$ cat config.mk
export PLATFORM = sky130hd
export DESIGN_NAME = dm_load_unit_flat
export DESIGN_NICKNAME = d
export VERILOG_FILES = /design/src/rtl/mips_mem_pkg.sv /design/src/rtl/dm_load_unit_if.sv /design/src/rtl/dm_load_unit_load_extend.sv /design/src/rtl/dm_load_unit.sv /design/src/flat_wrapper.sv
export SDC_FILE = /design/constraint.sdc
export NUM_CORES = 1
export LEC_CHECK = 0
export ABC_AREA = 1
export BUFFER_PORTS_ARGS = -buffer_cell sky130_fd_sc_hd__buf_2
export CORE_ASPECT_RATIO = 1.1
export CORE_MARGIN = 8
export CORE_UTILIZATION = 55
export CTS_CLUSTER_SIZE = 24
export DETAILED_ROUTE_END_ITERATION = 7
export PLACE_DENSITY = 0.81
export SETUP_SLACK_MARGIN = 0.4
export SYNTH_ARGS = -nofsm -noshare
export SYNTH_HDL_FRONTEND = slang
export SYNTH_HIERARCHICAL = 1
export SYNTH_SLANG_ARGS = --single-unit
export TNS_END_PERCENT = 20
$ cat constraint.sdc
create_clock -name clk -period 2.7 [get_ports clk]
set_input_delay 0.27 -clock clk [delete_from_list [all_inputs] [get_ports clk]]
set_output_delay 0.27 -clock clk [all_outputs]
set_load 0.1 [all_outputs]
$ cat src/rtl/mips_mem_pkg.sv
// Shared memory-side definitions for the MIPS data path.
// Load type codes, exception flag value and store byte-lane encodings.
package mips_mem_pkg;

   localparam logic [2:0] LD_LW  = 3'b000;
   localparam logic [2:0] LD_LH  = 3'b001;
   localparam logic [2:0] LD_LHU = 3'b010;
   localparam logic [2:0] LD_LB  = 3'b011;
   localparam logic [2:0] LD_LBU = 3'b100;
   localparam logic [2:0] LD_LWL = 3'b101;
   localparam logic [2:0] LD_LWR = 3'b110;
   localparam logic [2:0] LD_RSV = 3'b111;

   localparam logic EXC_ADEL = 1'b1;

   localparam logic [3:0] BWE_NONE = 4'b0000;
   localparam logic [3:0] BWE_B0   = 4'b0001;
   localparam logic [3:0] BWE_B1   = 4'b0010;
   localparam logic [3:0] BWE_B2   = 4'b0100;
   localparam logic [3:0] BWE_B3   = 4'b1000;
   localparam logic [3:0] BWE_H0   = 4'b0011;
   localparam logic [3:0] BWE_H1   = 4'b1100;
   localparam logic [3:0] BWE_W    = 4'b1111;

   typedef struct packed {
      logic [1:0]  b;
      logic [2:0]  ld_type;
      logic [31:0] rt;
      logic        exc;
   } s1_t;

endpackage

$ cat src/rtl/dm_load_unit_if.sv
// Request, DM read port and response bundle of the load unit.
// slave = the load unit, master = MEM/WB/DM side.
interface dm_load_unit_if #(
   parameter int AW = 13,
   parameter int DW = 32
);

   logic          req_valid;
   logic          req_ready;
   logic [AW-1:0] req_addr;
   logic [2:0]    req_type;
   logic [DW-1:0] req_rt;
   logic          mem_re;
   logic [AW-1:0] mem_addr;
   logic [DW-1:0] mem_rdata;
   logic          resp_valid;
   logic          resp_ready;
   logic [DW-1:0] resp_data;
   logic          resp_exc;

   modport slave (
      input  req_valid, req_addr, req_type, req_rt,
      output req_ready,
      output mem_re, mem_addr,
      input  mem_rdata,
      output resp_valid, resp_data, resp_exc,
      input  resp_ready
   );

   modport master (
      output req_valid, req_addr, req_type, req_rt,
      input  req_ready,
      input  mem_re, mem_addr,
      output mem_rdata,
      input  resp_valid, resp_data, resp_exc,
      output resp_ready
   );

endinterface

$ cat src/rtl/dm_load_unit_load_extend.sv
// Combinational load extraction: byte/half select, extension,
// LWL/LWR merge with rt, and address-error detection.
module load_extend
   import mips_mem_pkg::*;
(
   input  logic [31:0] w,
   input  logic [1:0]  b,
   input  logic [2:0]  ld_type,
   input  logic [31:0] rt,
   output logic [31:0] data,
   output logic        exc_chk
);

   logic [7:0]  byte_v;
   logic [15:0] half_v;
   logic        mis;

   assign byte_v = 8'(w >> {b, 3'b000});
   assign half_v = b[1] ? w[31:16] : w[15:0];

   // Decode the load type into the result word and a misalignment flag.
   always_comb begin
      mis  = 1'b0;
      data = '0;
      unique case (ld_type)
         LD_LW: begin
            mis  = |b;
            data = w;
         end
         LD_LH: begin
            mis  = b[0];
            data = {{16{half_v[15]}}, half_v};
         end
         LD_LHU: begin
            mis  = b[0];
            data = {16'h0, half_v};
         end
         LD_LB:  data = {{24{byte_v[7]}}, byte_v};
         LD_LBU: data = {24'h0, byte_v};
         LD_LWL: begin
            unique case (b)
               2'd0: data = {w[7:0],  rt[23:0]};
               2'd1: data = {w[15:0], rt[15:0]};
               2'd2: data = {w[23:0], rt[7:0]};
               2'd3: data = w;
            endcase
         end
         LD_LWR: begin
            unique case (b)
               2'd0: data = w;
               2'd1: data = {rt[31:24], w[31:8]};
               2'd2: data = {rt[31:16], w[31:16]};
               2'd3: data = {rt[31:8],  w[31:24]};
            endcase
         end
         default: mis = 1'b1;
      endcase
      if (mis) data = '0;
   end

   assign exc_chk = mis ? EXC_ADEL : 1'b0;

endmodule

$ cat src/rtl/dm_load_unit.sv
// Two-stage load unit: S1 waits for the DM word (with a hold
// register for stalls), S2 is the registered response to WB.
module dm_load_unit
   import mips_mem_pkg::*;
(
   input logic     clk,
   input logic     reset_n,
   dm_load_unit_if.slave bus
);

   logic        s1_valid;
   logic        s1_fresh;
   s1_t         s1_q;
   logic [31:0] s1_data;
   logic [31:0] s1_word;
   logic [31:0] s1_res;
   logic        s1_adv;
   logic        accept;
   logic        exc_now;
   logic [31:0] req_ext_unused;
   logic        s1_chk_unused;

   assign s1_adv        = s1_valid && (!bus.resp_valid || bus.resp_ready);
   assign bus.req_ready = !s1_valid || s1_adv;
   assign accept        = bus.req_valid && bus.req_ready;
   assign bus.mem_re    = accept && !exc_now;
   assign bus.mem_addr  = bus.req_addr;

   // Error check at the request side, so a bad load never reads DM.
   load_extend u_req_chk (
      .w       (32'h0),
      .b       (bus.req_addr[1:0]),
      .ld_type (bus.req_type),
      .rt      (bus.req_rt),
      .data    (req_ext_unused),
      .exc_chk (exc_now)
   );

   // Live DM word on the first S1 cycle, captured copy afterwards.
   assign s1_word = s1_fresh ? bus.mem_rdata : s1_data;

   load_extend u_s1_ext (
      .w       (s1_word),
      .b       (s1_q.b),
      .ld_type (s1_q.ld_type),
      .rt      (s1_q.rt),
      .data    (s1_res),
      .exc_chk (s1_chk_unused)
   );

   // S1 entry: register request attributes on acceptance.
   always_ff @(posedge clk or negedge reset_n) begin
      if (!reset_n) begin
         s1_valid <= 1'b0;
         s1_fresh <= 1'b0;
         s1_q     <= '0;
      end else begin
         s1_fresh <= accept;
         if (accept) begin
            s1_valid     <= 1'b1;
            s1_q.b       <= bus.req_addr[1:0];
            s1_q.ld_type <= bus.req_type;
            s1_q.rt      <= bus.req_rt;
            s1_q.exc     <= exc_now;
         end else if (s1_adv) begin
            s1_valid <= 1'b0;
         end
      end
   end

   // Hold register: keep the DM word once the read port moves on.
   always_ff @(posedge clk or negedge reset_n) begin
      if (!reset_n) begin
         s1_data <= '0;
      end else if (s1_fresh) begin
         s1_data <= bus.mem_rdata;
      end
   end

   // S2 output register toward WB.
   always_ff @(posedge clk or negedge reset_n) begin
      if (!reset_n) begin
         bus.resp_valid <= 1'b0;
         bus.resp_data  <= '0;
         bus.resp_exc   <= 1'b0;
      end else if (s1_adv) begin
         bus.resp_valid <= 1'b1;
         bus.resp_data  <= s1_res;
         bus.resp_exc   <= s1_q.exc;
      end else if (bus.resp_ready) begin
         bus.resp_valid <= 1'b0;
      end
   end

endmodule

$ cat src/flat_wrapper.sv
// flat-port wrapper written by rule: the top's interface ports become plain ports
module dm_load_unit_flat import mips_mem_pkg::*;
  (clk, reset_n, bus_req_valid, bus_req_addr, bus_req_type, bus_req_rt, bus_req_ready, bus_mem_re, bus_mem_addr, bus_mem_rdata, bus_resp_valid, bus_resp_data, bus_resp_exc, bus_resp_ready);
  dm_load_unit_if #(.AW(13), .DW(32)) bus_i ();
  input logic clk;
  input logic reset_n;
  input wire logic [$bits(bus_i.req_valid)-1:0] bus_req_valid;
  input wire logic [$bits(bus_i.req_addr)-1:0] bus_req_addr;
  input wire logic [$bits(bus_i.req_type)-1:0] bus_req_type;
  input wire logic [$bits(bus_i.req_rt)-1:0] bus_req_rt;
  output wire logic [$bits(bus_i.req_ready)-1:0] bus_req_ready;
  output wire logic [$bits(bus_i.mem_re)-1:0] bus_mem_re;
  output wire logic [$bits(bus_i.mem_addr)-1:0] bus_mem_addr;
  input wire logic [$bits(bus_i.mem_rdata)-1:0] bus_mem_rdata;
  output wire logic [$bits(bus_i.resp_valid)-1:0] bus_resp_valid;
  output wire logic [$bits(bus_i.resp_data)-1:0] bus_resp_data;
  output wire logic [$bits(bus_i.resp_exc)-1:0] bus_resp_exc;
  input wire logic [$bits(bus_i.resp_ready)-1:0] bus_resp_ready;
  assign bus_i.req_valid = bus_req_valid;
  assign bus_i.req_addr = bus_req_addr;
  assign bus_i.req_type = bus_req_type;
  assign bus_i.req_rt = bus_req_rt;
  assign bus_req_ready = bus_i.req_ready;
  assign bus_mem_re = bus_i.mem_re;
  assign bus_mem_addr = bus_i.mem_addr;
  assign bus_i.mem_rdata = bus_mem_rdata;
  assign bus_resp_valid = bus_i.resp_valid;
  assign bus_resp_data = bus_i.resp_data;
  assign bus_resp_exc = bus_i.resp_exc;
  assign bus_i.resp_ready = bus_resp_ready;
  dm_load_unit u_core (.clk(clk), .reset_n(reset_n), .bus(bus_i));
endmodule
==> metrics <==
status complete, no violations; drt pass-1 iters 6; max cap viols 0; Core Region 12600 um2; switching share of power 0.528; ANT nets after route 0; setup TNS 0 ns; Final Slew Violations 0; Clock transition at path regs 0.07 ns; Worst Tran Pin Value 0.821 ns; Max VDD drop 0.803 mV; Final Skew 0.00802 ns; final core utilization 0.633; met2 routed WL 9930 um; CTS buffer count 9; wire length on met1 9240 um; clock share of power 0.174; Design Area, Final 7960 um2; Post-Route WL 22800 um; Die Wd 124 um; GRT Total Usage 0.281; number of remaining DRC errors 0; Root Driver clkbuf_16; Syn Std Cell Area 7060 um2; antenna violations before repair 0; via count 7477; commonest non-fill, non-tap cell in the layout nand2_1; CTS tree yes; IO Pins 133; Psw 3.70 mW; top sig layer met4; Fin Hold WS 0.000755 ns; DIE AREA 16700 um2; Final Critical Period 2.25 ns; Syn Inst Count 1143; arrival time worst endpoint 2.50 ns; worst skew pair latency 0.36 ns; die height 135 um; Fmax 0.444 GHz; Critical Path RT 2.95 ns; Overflow after GRT 0; number of diodes 0; vias per inst 5.40; Gate power share 0.522; CP Class register to register; largest net degree at the start of global routing 64; I/O Buffers 110; CP max FO 55; post-synth net total 1227; P per Cell Area 880 nW/um2; RSZ-0062 raised after global routing yes; Worst Setup End Kind register; first-pass GRT wire length 36100 um; placement row count 43; Area Overhead vs Synth 12.9%; Placed Area 7680 um2; Startpoint Class register; Post-Layout Cell Count 1385; P_leak 4.77 nW; starting density of the core 0.560; filler cell count in the final layout 1257; cell internal pwr 3.31 mW; sequential power share 0.304; share of cells above drive strength 1 0.156; met3 wire length 2270 um; Total Nets Final 1309; DRT iter0 DRCs 1012; Longest Clk Path Bufs 2; post-DR wirelength/cell 16.5 um; Hold Path Class input pin to async pin; CTS Hold Buffers Added 0; Hold Vio Cnt, Final 0; Yosys Warn Count 6; HPWL after DPL 16400 um; Avg Synthesized Cell Area 6.17 um2; vias in the first global route 6779; final period utilization 0.834; most frequent cells in the layout nand2_1, nand3_1, inv_1, nor2_1, buf_2; GP Congestion 1.00; Clock H-tree levels 3; # setup viols final 0; clk sinks 106; Worst slew margin 0.453; Placed Cells 1371
-- worst max-delay path, stage by stage (launching register included) --
cell	delay [ns]
dfrtp_1	0.39
buf_12	0.18
nand2_1	0.20
o21ai_1	0.18
nand2_1	0.12
nand2_1	0.11
nand2_4	0.21
nand2_1	0.10
nor2_2	0.26
nand3_1	0.12
nand2_1	0.08
inv_1	0.04
nand3_1	0.07
nand2_1	0.05
-- registers in the layout, summed over array words and instances (netlist names) --
name / flops
u_core/s1_valid: 1
u_core/s1_fresh: 1
u_core/s1_q: 38
u_core/s1_data: 32
u_core/bus.resp_data: 32
u_core/bus.resp_valid: 1
u_core/bus.resp_exc: 1
-- area by class of cell --
cell class,instances,area (um2),area share
Clock buffer,10,229,0.0288
Clock inverter,4,28.8,0.00361
Inverter,125,469,0.0589
Multi-Input combinational cell,833,3510,0.441
Sequential cell,106,2650,0.333
Tap cell,157,196,0.0247
Timing Repair Buffer,150,878,0.110
-- through the flow --
stage | power [mW] | setup slack [ns]
floorplan | 4.96 | 0.680
global placement | 5.71 | 0.248
detailed placement | 5.75 | 0.214
CTS | 6.96 | 0.405
global route | 7.38 | 0.328
finish | 7.01 | 0.448
-- repair_timing --
action | CTS | global route
setup endpoints to repair | 24 | 27
pin swaps | 0 | 1
resized for setup | 3 | 10
buffers inserted | 0 | 0
-- worst paths after layout --
kind                                                      startpoint                                   end  slack [ns]  cells after the start
worst min register to register  u_core/bus.resp_data[18]$_DFFE_PN0P_  u_core/bus.resp_data[18]$_DFFE_PN0P_        0.47                      2
worst max-delay path                       u_core/s1_fresh$_DFF_PN0_  u_core/bus.resp_data[19]$_DFFE_PN0P_        0.45                     13
worst max register to register             u_core/s1_fresh$_DFF_PN0_  u_core/bus.resp_data[19]$_DFFE_PN0P_        0.45                     13
min in group clk                                      bus_req_rt[27]           u_core/s1_q[28]$_DFFE_PN0P_        0.14                      3
worst min-delay path                                         reset_n           u_core/s1_q[20]$_DFFE_PN0P_      0.0008                      1
max in group asynchronous                                    reset_n  u_core/bus.resp_data[16]$_DFFE_PN0P_        2.00                      2
-- power by group through the flow --
stage / Combinational (mW) / Clock [mW] / Sequential, mW
after global routing: 3.92 / 1.29 / 2.17
final: 3.66 / 1.22 / 2.13
after global placement: 3.57 / 0 / 2.14
after floorplan: 1.50 / 0 / 3.46
after detailed placement: 3.59 / 0 / 2.16
after CTS: 3.60 / 1.22 / 2.13
-- layer usage --
layer,vias up,GRT usage
met3,73,0.0781
met1,3373,0.373
met2,393,0.397
li1,3638,-
met5,-,0
met4,0,0.171
Power figures use the tool's default switching activity.
